--- src/rtl/jtkicker_romslot_pkg.sv ---
// Shared types and constants for the kicker 32-bit SDRAM ROM slot.
package jtkicker_romslot_pkg;

    localparam int SDRAM_AW = 22;
    localparam int BEATS    = 2;

    typedef enum logic [1:0] {
        IDLE  = 2'd0,
        REQ   = 2'd1,
        BEAT0 = 2'd2,
        BEAT1 = 2'd3
    } state_t;

    // Absolute halfword address of a slot-relative halfword address, wrapping at 2^22.
    function automatic logic [SDRAM_AW-1:0] slot_addr(
        input logic [SDRAM_AW-1:0] offset,
        input logic [SDRAM_AW-1:0] haddr
    );
        return offset + haddr;
    endfunction

endpackage

--- src/rtl/jtkicker_romslot32_if.sv ---
// SDRAM request/ack/data bus between a ROM slot (master) and the SDRAM arbiter (slave).
interface jtkicker_romslot32_if;
    import jtkicker_romslot_pkg::*;

    logic                sdram_req;
    logic                sdram_ack;
    logic [SDRAM_AW-1:0] sdram_addr;
    logic                data_dst;
    logic                data_rdy;
    logic [15:0]         data_read;

    modport master (
        output sdram_req, sdram_addr,
        input  sdram_ack, data_dst, data_rdy, data_read
    );

    modport slave (
        input  sdram_req, sdram_addr,
        output sdram_ack, data_dst, data_rdy, data_read
    );

endinterface

--- src/rtl/jtkicker_romslot_entry.sv ---
// One cache line of the ROM slot: tag, 32-bit data and valid flag with a tag comparator.
module jtkicker_romslot_entry
    import jtkicker_romslot_pkg::*;
#(
    parameter int TW = 13
) (
    input  logic                clk,
    input  logic                rst_n,
    input  logic                clr,
    input  logic                we_lo,
    input  logic                we_hi,
    input  logic                set_valid,
    input  logic [TW-1:0]       wtag,
    input  logic [TW-1:0]       ltag,
    input  logic [15:0]         wdata,
    output logic                match,
    output logic [16*BEATS-1:0] data
);

    logic                valid_r;
    logic [TW-1:0]       tag_r;
    logic [16*BEATS-1:0] data_r;

    // Writing the low half invalidates the line so a half-filled word is never served.
    always_ff @(posedge clk or negedge rst_n) begin
        if (!rst_n) begin
            valid_r <= 1'b0;
            tag_r   <= '0;
            data_r  <= '0;
        end else begin
            if (we_lo) begin
                data_r[15:0] <= wdata;
            end else begin
                data_r[15:0] <= data_r[15:0];
            end
            if (we_hi) begin
                data_r[31:16] <= wdata;
                tag_r         <= wtag;
            end else begin
                data_r[31:16] <= data_r[31:16];
                tag_r         <= tag_r;
            end
            if (clr) begin
                valid_r <= 1'b0;
            end else if (we_hi) begin
                valid_r <= set_valid;
            end else if (we_lo) begin
                valid_r <= 1'b0;
            end else begin
                valid_r <= valid_r;
            end
        end
    end

    assign match = valid_r & (tag_r == ltag);
    assign data  = data_r;

endmodule

--- src/rtl/jtkicker_romslot32.sv ---
// Single-client SDRAM ROM slot returning 32-bit words assembled from two 16-bit beats.
// Define JTKICKER_ROMSLOT_2WAY_EN for a two-entry fully associative cache with LRU replacement.
module jtkicker_romslot32
    import jtkicker_romslot_pkg::*;
#(
    parameter int                  AW     = 14,
    parameter logic [SDRAM_AW-1:0] OFFSET = 22'h0
) (
    input  logic                clk,
    input  logic                rst_n,
    input  logic                downloading,
    input  logic                cs,
    input  logic [AW-1:0]       addr,
    output logic [16*BEATS-1:0] dout,
    output logic                ok,
    jtkicker_romslot32_if.master bus
);

`ifdef JTKICKER_ROMSLOT_2WAY_EN
    localparam int WAYS = 2;
`else
    localparam int WAYS = 1;
`endif

    state_t                state_r;
    state_t                state_nx;
    logic                  start_s;
    logic                  lo_we_s;
    logic                  hi_we_s;
    logic                  hit_s;
    logic                  set_valid_s;
    logic                  lru_s;
    logic                  req_r;
    logic [SDRAM_AW-1:0]   sdram_addr_r;
    logic [AW-2:0]         pend_tag_r;
    logic                  victim_r;
    logic                  abort_r;
    logic                  ok_r;
    logic [16*BEATS-1:0]   dout_r;
    logic [16*BEATS-1:0]   hit_data_s;
    logic [15:0]           victim_lo_s;
    logic [SDRAM_AW-1:0]   haddr_s;
    logic [WAYS-1:0]       match_s;
    logic [16*BEATS-1:0]   edata_s [WAYS];
    logic                  unused_s;

    assign unused_s    = addr[0];
    assign haddr_s     = {{(SDRAM_AW-AW){1'b0}}, addr[AW-1:1], 1'b0};
    assign hit_s       = cs & ~downloading & (|match_s);
    assign set_valid_s = ~abort_r & ~downloading;

    for (genvar w = 0; w < WAYS; w++) begin : g_way
        logic sel_s;
        assign sel_s = (victim_r == 1'(w));

        jtkicker_romslot_entry #(.TW(AW-1)) u_entry (
            .clk       (clk),
            .rst_n     (rst_n),
            .clr       (downloading),
            .we_lo     (lo_we_s & sel_s),
            .we_hi     (hi_we_s & sel_s),
            .set_valid (set_valid_s),
            .wtag      (pend_tag_r),
            .ltag      (addr[AW-1:1]),
            .wdata     (bus.data_read),
            .match     (match_s[w]),
            .data      (edata_s[w])
        );
    end

    // Read mux for the hitting line and the already-stored low half of the victim.
    always_comb begin
        hit_data_s  = '0;
        victim_lo_s = '0;
        for (int w = 0; w < WAYS; w++) begin
            hit_data_s  = hit_data_s | ({(16*BEATS){match_s[w]}} & edata_s[w]);
            victim_lo_s = victim_lo_s | ({16{victim_r == 1'(w)}} & edata_s[w][15:0]);
        end
    end

`ifdef JTKICKER_ROMSLOT_2WAY_EN
    logic lru_r;
    logic hit_way_s;

    assign hit_way_s = match_s[1];
    assign lru_s     = lru_r;

    // LRU pointer: the filled or hit line becomes most recently used.
    always_ff @(posedge clk or negedge rst_n) begin
        if (!rst_n) begin
            lru_r <= 1'b0;
        end else if (hi_we_s) begin
            lru_r <= ~victim_r;
        end else if (hit_s) begin
            lru_r <= ~hit_way_s;
        end else begin
            lru_r <= lru_r;
        end
    end
`else
    assign lru_s = 1'b0;
`endif

    // Fetch state register.
    always_ff @(posedge clk or negedge rst_n) begin
        if (!rst_n) begin
            state_r <= IDLE;
        end else begin
            state_r <= state_nx;
        end
    end

    // Next state and beat write strobes; data_rdy alone still closes the burst.
    always_comb begin
        state_nx = state_r;
        start_s  = 1'b0;
        lo_we_s  = 1'b0;
        hi_we_s  = 1'b0;
        case (state_r)
            IDLE: begin
                if (cs & ~downloading & ~(|match_s)) begin
                    start_s  = 1'b1;
                    state_nx = REQ;
                end else begin
                    state_nx = IDLE;
                end
            end
            REQ: begin
                if (bus.sdram_ack) begin
                    state_nx = BEAT0;
                end else begin
                    state_nx = REQ;
                end
            end
            BEAT0: begin
                if (bus.data_dst) begin
                    lo_we_s  = 1'b1;
                    state_nx = BEAT1;
                end else begin
                    state_nx = BEAT0;
                end
            end
            BEAT1: begin
                if (bus.data_dst | bus.data_rdy) begin
                    hi_we_s  = 1'b1;
                    state_nx = IDLE;
                end else begin
                    state_nx = BEAT1;
                end
            end
            default: begin
                state_nx = IDLE;
            end
        endcase
    end

    // Request side: address, tag and victim are frozen at miss time for the whole fetch.
    always_ff @(posedge clk or negedge rst_n) begin
        if (!rst_n) begin
            req_r        <= 1'b0;
            sdram_addr_r <= '0;
            pend_tag_r   <= '0;
            victim_r     <= 1'b0;
            abort_r      <= 1'b0;
        end else begin
            if (start_s) begin
                req_r        <= 1'b1;
                sdram_addr_r <= slot_addr(OFFSET, haddr_s);
                pend_tag_r   <= addr[AW-1:1];
                victim_r     <= lru_s;
            end else if ((state_r == REQ) && bus.sdram_ack) begin
                req_r        <= 1'b0;
                sdram_addr_r <= sdram_addr_r;
                pend_tag_r   <= pend_tag_r;
                victim_r     <= victim_r;
            end else begin
                req_r        <= req_r;
                sdram_addr_r <= sdram_addr_r;
                pend_tag_r   <= pend_tag_r;
                victim_r     <= victim_r;
            end
            if (start_s) begin
                abort_r <= 1'b0;
            end else if (downloading) begin
                abort_r <= 1'b1;
            end else begin
                abort_r <= abort_r;
            end
        end
    end

    // Requester outputs.
    always_ff @(posedge clk or negedge rst_n) begin
        if (!rst_n) begin
            ok_r   <= 1'b0;
            dout_r <= '0;
        end else begin
            ok_r <= hit_s;
            if (hi_we_s) begin
                dout_r <= {bus.data_read, victim_lo_s};
            end else if (hit_s) begin
                dout_r <= hit_data_s;
            end else begin
                dout_r <= dout_r;
            end
        end
    end

    assign bus.sdram_req  = req_r;
    assign bus.sdram_addr = sdram_addr_r;
    assign dout           = dout_r;
    assign ok             = ok_r;

endmodule

--- src/flat_wrapper.sv ---
// flat-port wrapper written by rule: the top's interface ports become plain ports
module jtkicker_romslot32_flat import jtkicker_romslot_pkg::*;
#(
    parameter int                  AW     = 14,
    parameter logic [SDRAM_AW-1:0] OFFSET = 22'h0
)
  (clk, rst_n, downloading, cs, addr, dout, ok, bus_sdram_req, bus_sdram_addr, bus_sdram_ack, bus_data_dst, bus_data_rdy, bus_data_read);
  jtkicker_romslot32_if bus_i ();
  input  logic clk;
  input  logic rst_n;
  input  logic downloading;
  input  logic cs;
  input  logic [AW-1:0] addr;
  output logic [16*BEATS-1:0] dout;
  output logic ok;
  output wire logic [$bits(bus_i.sdram_req)-1:0] bus_sdram_req;
  output wire logic [$bits(bus_i.sdram_addr)-1:0] bus_sdram_addr;
  input wire logic [$bits(bus_i.sdram_ack)-1:0] bus_sdram_ack;
  input wire logic [$bits(bus_i.data_dst)-1:0] bus_data_dst;
  input wire logic [$bits(bus_i.data_rdy)-1:0] bus_data_rdy;
  input wire logic [$bits(bus_i.data_read)-1:0] bus_data_read;
  assign bus_sdram_req = bus_i.sdram_req;
  assign bus_sdram_addr = bus_i.sdram_addr;
  assign bus_i.sdram_ack = bus_sdram_ack;
  assign bus_i.data_dst = bus_data_dst;
  assign bus_i.data_rdy = bus_data_rdy;
  assign bus_i.data_read = bus_data_read;
  jtkicker_romslot32 #(.AW(AW), .OFFSET(OFFSET)) u_core (.clk(clk), .rst_n(rst_n), .downloading(downloading), .cs(cs), .addr(addr), .dout(dout), .ok(ok), .bus(bus_i));
endmodule
--- config.mk ---
export PLATFORM = sky130hd
export DESIGN_NAME = jtkicker_romslot32_flat
export DESIGN_NICKNAME = d
export VERILOG_FILES = /design/src/rtl/jtkicker_romslot_pkg.sv /design/src/rtl/jtkicker_romslot32_if.sv /design/src/rtl/jtkicker_romslot_entry.sv /design/src/rtl/jtkicker_romslot32.sv /design/src/flat_wrapper.sv
export SDC_FILE = /design/constraint.sdc
export NUM_CORES = 1
export LEC_CHECK = 0
export CAP_MARGIN = 5
export CORE_UTILIZATION = 54
export CTS_CLUSTER_SIZE = 14
export DETAILED_ROUTE_END_ITERATION = 12
export PLACE_DENSITY = 0.86
export SLEW_MARGIN = 10
export SYNTH_ARGS = -nofsm -noshare
export SYNTH_HDL_FRONTEND = slang
export SYNTH_SLANG_ARGS = --single-unit
--- constraint.sdc ---
create_clock -name clk -period 4 [get_ports clk]
set_input_delay 0.8 -clock clk [delete_from_list [all_inputs] [get_ports clk]]
set_output_delay 0.8 -clock clk [all_outputs]
set_load 0.02 [all_outputs]
# ---- Yosys cells after proc, flatten, opt, wreduce, memory -nomap -nowiden
# Index checks and enable logic that the tools add are counted.
dict set report word_totals {
  output_inout_bits 56
  regBits 96
  n_memories 0
  rom_bits 0
  mem_bits_rw 0
  input_bits 37
  latch_bits 0
  elab_cells 50
}
dict set report classes {
  n_mux 20
  multipliers 0
  n_shift 0
  order_cmp 0
  n_eq_ne 4
  bitwise_logic 10
  n_reduce_logical 6
  n_div 0
  addsub 0
}
# op n
set op_table {}
lappend op_table {{two-way mux 32 bit} 2}
lappend op_table {{AND 32 bit} 1}
lappend op_table {{two-way mux 1 bit} 15}
lappend op_table {{equality test 13 bit} 1}
lappend op_table {{case mux 2 bit (4 select lines)} 1}
lappend op_table {{nonzero test 2 bit} 3}
lappend op_table {{AND 1 bit} 5}
lappend op_table {{equality test 2 bit, second input constant} 2}
lappend op_table {{two-way mux 2 bit} 2}
lappend op_table {{inverter 1 bit} 3}
lappend op_table {{nonzero test 3 bit} 1}
lappend op_table {{equality test 2 x 1 -> 1 bit, second input constant} 1}
lappend op_table {{logical NOT 2 bit} 1}
lappend op_table {{logical AND 1 bit} 1}
lappend op_table {{bitwise OR 1 bit} 1}

# ---- Depth between registers and ports, before layout
dict set report logic_depth {
  word_depth 7
  depth_mapped 8
  mapped_depth_nobuf 5
}

# ---- Cells and area by module
# A second synthesis with hierarchy kept.
dict set report hier_totals {
  hier_cells 295
  area_unflattened_um2 4060.1
}
# module seq_area_each_um2 area_per_inst_um2 instances cells_each
set by_module_without_submodules {}
lappend by_module_without_submodules {jtkicker_romslot32 1251.2 2178.3 1 178}
lappend by_module_without_submodules {jtkicker_romslot_entry 1151.1 1881.8 1 117}

# ---- Least setup slack after synthesis
# No wires, ideal clock.
dict set report synth_timing {
  path_kind {input to register}
  from {input port addr[1]}
  to {register u_core.dout_r[10], in the netlist u_core.dout[10]}
  path_stages 7
  t_arrival_ns 2.374
  t_required_ns 3.875
  n_path_buf 2
  setup_time_ns 0.125
  slack_ns 1.501
  cell_sequence {xor2_1 nor4_2 nand4_2 o31a_1 buf_6 buf_6 mux2_4}
}
dict set report synth_via {
  elab_chain_cells 5
}
# item line
set synth_lines {}
lappend synth_lines {{start: declaration} flat_wrapper.sv:13} ;# input logic [AW-1:0] addr;
lappend synth_lines {{equality test 13 bit (*)} jtkicker_romslot_entry.sv:55} ;# assign match = valid_r & (tag_r == ltag);
lappend synth_lines {{AND 1 bit (*)} jtkicker_romslot_entry.sv:55}
lappend synth_lines {{AND 32 bit} jtkicker_romslot32.sv:76} ;# hit_data_s = hit_data_s | ({(16*BEATS){match_s[w]}} & edata_s[w]);
lappend synth_lines {{two-way mux 32 bit} jtkicker_romslot32.sv:201} ;# end else if (hit_s) begin
lappend synth_lines {{two-way mux 32 bit} jtkicker_romslot32.sv:199} ;# if (hi_we_s) begin
lappend synth_lines {{end signal: assignment} jtkicker_romslot32.sv:200} ;# dout_r <= {bus.data_read, victim_lo_s};
lappend synth_lines {{end signal: assignment} jtkicker_romslot32.sv:202} ;# dout_r <= hit_data_s;
lappend synth_lines {{end signal: assignment} jtkicker_romslot32.sv:204} ;# dout_r <= dout_r;
lappend synth_lines {{end: declaration} jtkicker_romslot32.sv:39} ;# logic [16*BEATS-1:0] dout_r;
# Every way passes the cells marked *; elsewhere a longest branch is shown, timed or not. The select of a mux whose other input is x is not followed.
# A chain may end at the register's enable or synchronous reset.

# ---- Final worst setup path
dict set report layout_timing {
  from {input port addr[4]}
  to {register u_core.dout_r[3], in the netlist u_core.dout[3]}
}
# The elaborated chain is that of the path after synthesis.

==> impl_metrics.sql <==
INSERT INTO impl_metrics (metric_group, metric, value, unit) VALUES
('power_and_ir_drop', 'pwr-share-clk', '0.155', ''),
('floorplanning', 'fp.dieW', '88.34', 'um'),
('final_layout', 'finish.cell_count_without_fillers', '514', ''),
('global_routing', 'largest_net_degree_at_the_start_of_global_routing', '73', ''),
('timing', 'max_freq', '334.9', 'MHz'),
('timing', 'timing.setup.tns', '0', 'ps'),
('synth', 'synth_sequential_area_ratio', '0.5968', ''),
('power_and_ir_drop', 'p_comb_frac', '0.423', ''),
('timing', 'tmin_final', '2986', 'ps'),
('place', 'dp.cells', '498', ''),
('routing', 'route.detailed.drc', '0', ''),
('routing', 'totalWireLength', '8231', 'um'),
('final_layout', 'syn2layout_area_growth', '26.02', '%'),
('timing', 'setup_violation_total_in_the_final_timing_report', '0', ''),
('power_and_ir_drop', 'vdd_ir_drop_max', '0.4059', 'mV'),
('routing', 'drt_pre_antenna_iters', '4', ''),
('setup_path', 'data_required_time_of_the_worst_path', '4240', 'ps'),
('routing', 'vias', '2782', ''),
('global_routing', 'grt_first_pass_wirelength', '13250', 'um'),
('synth', 'syn-mean-instance-area', '12.12', 'um^2'),
('power_and_ir_drop', 'finalPower', '4.016', 'mW'),
('synth', 'synth_async_sr_flop_share', '1.000', ''),
('setup_path', 'cp-end-kind', 'register', ''),
('global_routing', 'grt_antenna_before_repair', '0', ''),
('routing', 'antenna_violating_nets_post_route', '0', ''),
('synth', 'postSynthRegisterBits', '96', ''),
('global_routing', 'grt_util_all_layers', '0.2284', ''),
('cts', 'clock_insertion_delay_at_the_later_pin_of_the_skew_report', '350', 'ps'),
('cts', 'postCtsSetupRepairBufs', '0', ''),
('synth', 'yosysTopAreaCellShare', '0.5968', ''),
('cts', 'clk_pin_slew_worst_paths', '90', 'ps'),
('floorplanning', 'floorplan.initialDensity', '0.5579', ''),
('synth', 'syn_area', '0.004025', 'mm^2'),
('timing', 'hold_viol_final', '0', ''),
('synth', 'post_synth_num_cell_types', '35', ''),
('synth', 'edff_count_synth', '0', ''),
('timing', 'worst_slew_pin_slew', '1094', 'ps'),
('synth', 'synthTopCellsByArea', 'sky130_fd_sc_hd__dfrtp_1, sky130_fd_sc_hd__mux2_2, sky130_fd_sc_hd__a21oi_1', ''),
('routing', 'detailed_route_iter0_violations', '168', ''),
('run_status', 'run_status', 'completed', ''),
('floorplanning', 'die_area', '0.007803', 'mm^2'),
('synth', 'synth_cells', '332', ''),
('timing', 'grt_setup_unrepaired', 'false', ''),
('synth', 'synth_largest_area_cell', 'sky130_fd_sc_hd__dfrtp_1', ''),
('cts', 'cts_made_buffers', '9', ''),
('global_routing', 'grt-ovfl-total', '0', ''),
('cts', 'ctsHtreeMaxLevel', '3', ''),
('power_and_ir_drop', 'power_per_cell_area', '791.7', 'mW/mm^2'),
('power_and_ir_drop', 'internal-power', '2.622', 'mW'),
('floorplanning', 'rows', '31', ''),
('cts', 'cts_buffer_depth', '2', ''),
('floorplanning', 'core_area', '0.007214', 'mm^2'),
('setup_path', 'worstPathArrival', '3220', 'ps'),
('power_and_ir_drop', 'total_switching_power', '1.393', 'mW'),
('routing', 'avgRoutedWirePerCell', '16.01', 'um'),
('cts', 'cts_tree', 'done', ''),
('timing', 'final_max_slew_violation_count', '0', ''),
('floorplanning', 'io-pin-count', '93', ''),
('global_routing', 'grt_pass1_vias', '2789', ''),
('place', 'hpwl', '5450', 'um'),
('place', 'buffer_ports.inserted', '82', ''),
('place', 'finalWeightedCongestion', '0.7526', ''),
('final_layout', 'diodes', '0', ''),
('timing', 'clock-skew-final', '14.56', 'ps'),
('setup_path', 'timing_worst_setup_path_type', 'in -> reg', ''),
('timing', 'finalCritPeriodShare', '0.7465', ''),
('timing', 'worst_slew_margin_rel', '0.2704', ''),
('synth', 'synth.yosys.warnings', '0', ''),
('cts', 'cts_hold_repair.buffers', '0', ''),
('setup_path', 'max_fanout_on_critical_path', '19', ''),
('setup_path', 'critical_path_source_type', 'primary input', '');
## sequential cells by signal (all words and copies together) (netlist names)
| register | flops |
|---|---|
| u_core.abort_r | 1 |
| u_core.g_way.u_entry.tag_r | 13 |
| u_core.g_way.u_entry.data | 32 |
| u_core.g_way.u_entry.valid_r | 1 |
| u_core.pend_tag_r | 13 |
| u_core.bus.sdram_req | 1 |
| u_core.state_r | 2 |
| u_core.dout | 32 |
| u_core.ok | 1 |
## routing by layer
layer	up-vias	wire length, um	global-route usage
met2	83	4134	0.3804
met5	-	0	0
met4	0	195	0.1085
li1	1290	-	-
met3	15	327	0.03918
met1	1394	3572	0.2926
## cells by family after synthesis
logic type,Yosys count,synth area share
DFF,96,0.5968
and+or+nand+nor,86,0.1085
AOI/OAI and AO/OA,61,0.09202
muxes,45,0.1352
buffers and inverters,33,0.04476
xor gates and xnor gates,10,0.02176
other,1,0.0009317
## worst max-delay path, cell delays in order
cell and delay, ps:
sky130_fd_sc_hd__clkdlybuf4s50_1 490, sky130_fd_sc_hd__inv_1 60, sky130_fd_sc_hd__o22ai_1 160, sky130_fd_sc_hd__or3_1 130
sky130_fd_sc_hd__buf_4 250, sky130_fd_sc_hd__o31a_1 890, sky130_fd_sc_hd__mux2_2 420
## power groups by stage
| stage | Sequential (mW) | Clock, mW | Combinational, mW |
|---|---|---|---|
| floorplan | 1.93 | 0 | 0.796 |
| global placement | 1.68 | 0 | 1.65 |
| detailed placement | 1.71 | 0 | 1.70 |
| CTS | 1.70 | 0.638 | 1.71 |
| global route | 1.75 | 0.680 | 1.83 |
| finish | 1.70 | 0.622 | 1.70 |
## placed cells by master (no fill, tap or decap), types with 2 or more instances in the layout
cell	Yosys	final
sky130_fd_sc_hd__a21o_1	16	16
sky130_fd_sc_hd__a21oi_1	33	33
sky130_fd_sc_hd__and2_1	16	16
sky130_fd_sc_hd__buf_4	10	7
sky130_fd_sc_hd__clkbuf_8	0	9
sky130_fd_sc_hd__clkdlybuf4s50_1	0	81
sky130_fd_sc_hd__clkinvlp_4	0	2
sky130_fd_sc_hd__conb_1	1	9
sky130_fd_sc_hd__dfrtp_1	96	96
sky130_fd_sc_hd__inv_1	4	4
sky130_fd_sc_hd__inv_6	0	2
sky130_fd_sc_hd__mux2_2	35	35
sky130_fd_sc_hd__mux2_4	10	10
sky130_fd_sc_hd__nand2_1	41	41
sky130_fd_sc_hd__nor2_1	4	4
sky130_fd_sc_hd__nor4_1	16	16
sky130_fd_sc_hd__o21ai_0	4	4
sky130_fd_sc_hd__or3_1	2	2
sky130_fd_sc_hd__xnor2_1	6	6
sky130_fd_sc_hd__xor2_1	4	4
## final cells by class
type,instances,area (um^2),share of cell area
clock buffer,10,127.6,0.02516
clock inverter,6,67.56,0.01332
inverter,4,15.01,0.002960
multi-input combinational,211,1473,0.2903
sequential,96,2402,0.4736
tap,99,123.9,0.02442
timing repair buffer,88,863.3,0.1702
## path summary, 6_finish.rpt
path / from / endpoint / slack (ps) / depth (start not counted)
max: addr[4] / u_core.dout[3]$_DFFE_PN0P_ / 1010 / 7
min: u_core.g_way[0].u_entry.data[31]$_DFFE_PN0P_ / u_core.g_way[0].u_entry.data[31]$_DFFE_PN0P_ / 480 / 1
max reg2reg: u_core.g_way[0].u_entry.tag_r[2]$_DFFE_PN0P_ / u_core.dout[15]$_DFFE_PN0P_ / 1550 / 6
min reg2reg: u_core.g_way[0].u_entry.data[31]$_DFFE_PN0P_ / u_core.g_way[0].u_entry.data[31]$_DFFE_PN0P_ / 480 / 1
max in group asynchronous: rst_n / u_core.dout[13]$_DFFE_PN0P_ / 2570 / 2
min in group asynchronous: rst_n / u_core.dout[3]$_DFFE_PN0P_ / 570 / 1
## stage by stage
| step | hold slack (ps) | utilization | setup WS, ps | area, um^2 |
|---|---|---|---|---|
| 2_1_floorplan | 446.4 | - | 1501 | 4055 |
| 3_3_place_gp | 454.7 | 0.6760 | 723.1 | 4877 |
| 3_5_place_dp | 462.4 | 0.6760 | 680.9 | 4877 |
| 4_1_cts | 484.0 | 0.7031 | 1008 | 5072 |
| 5_1_grt | 495.1 | 0.7031 | 883.8 | 5072 |
| 6_report | 479.3 | 0.7031 | 1014 | 5072 |
No activity file was read; power rests on OpenSTA's default activity.
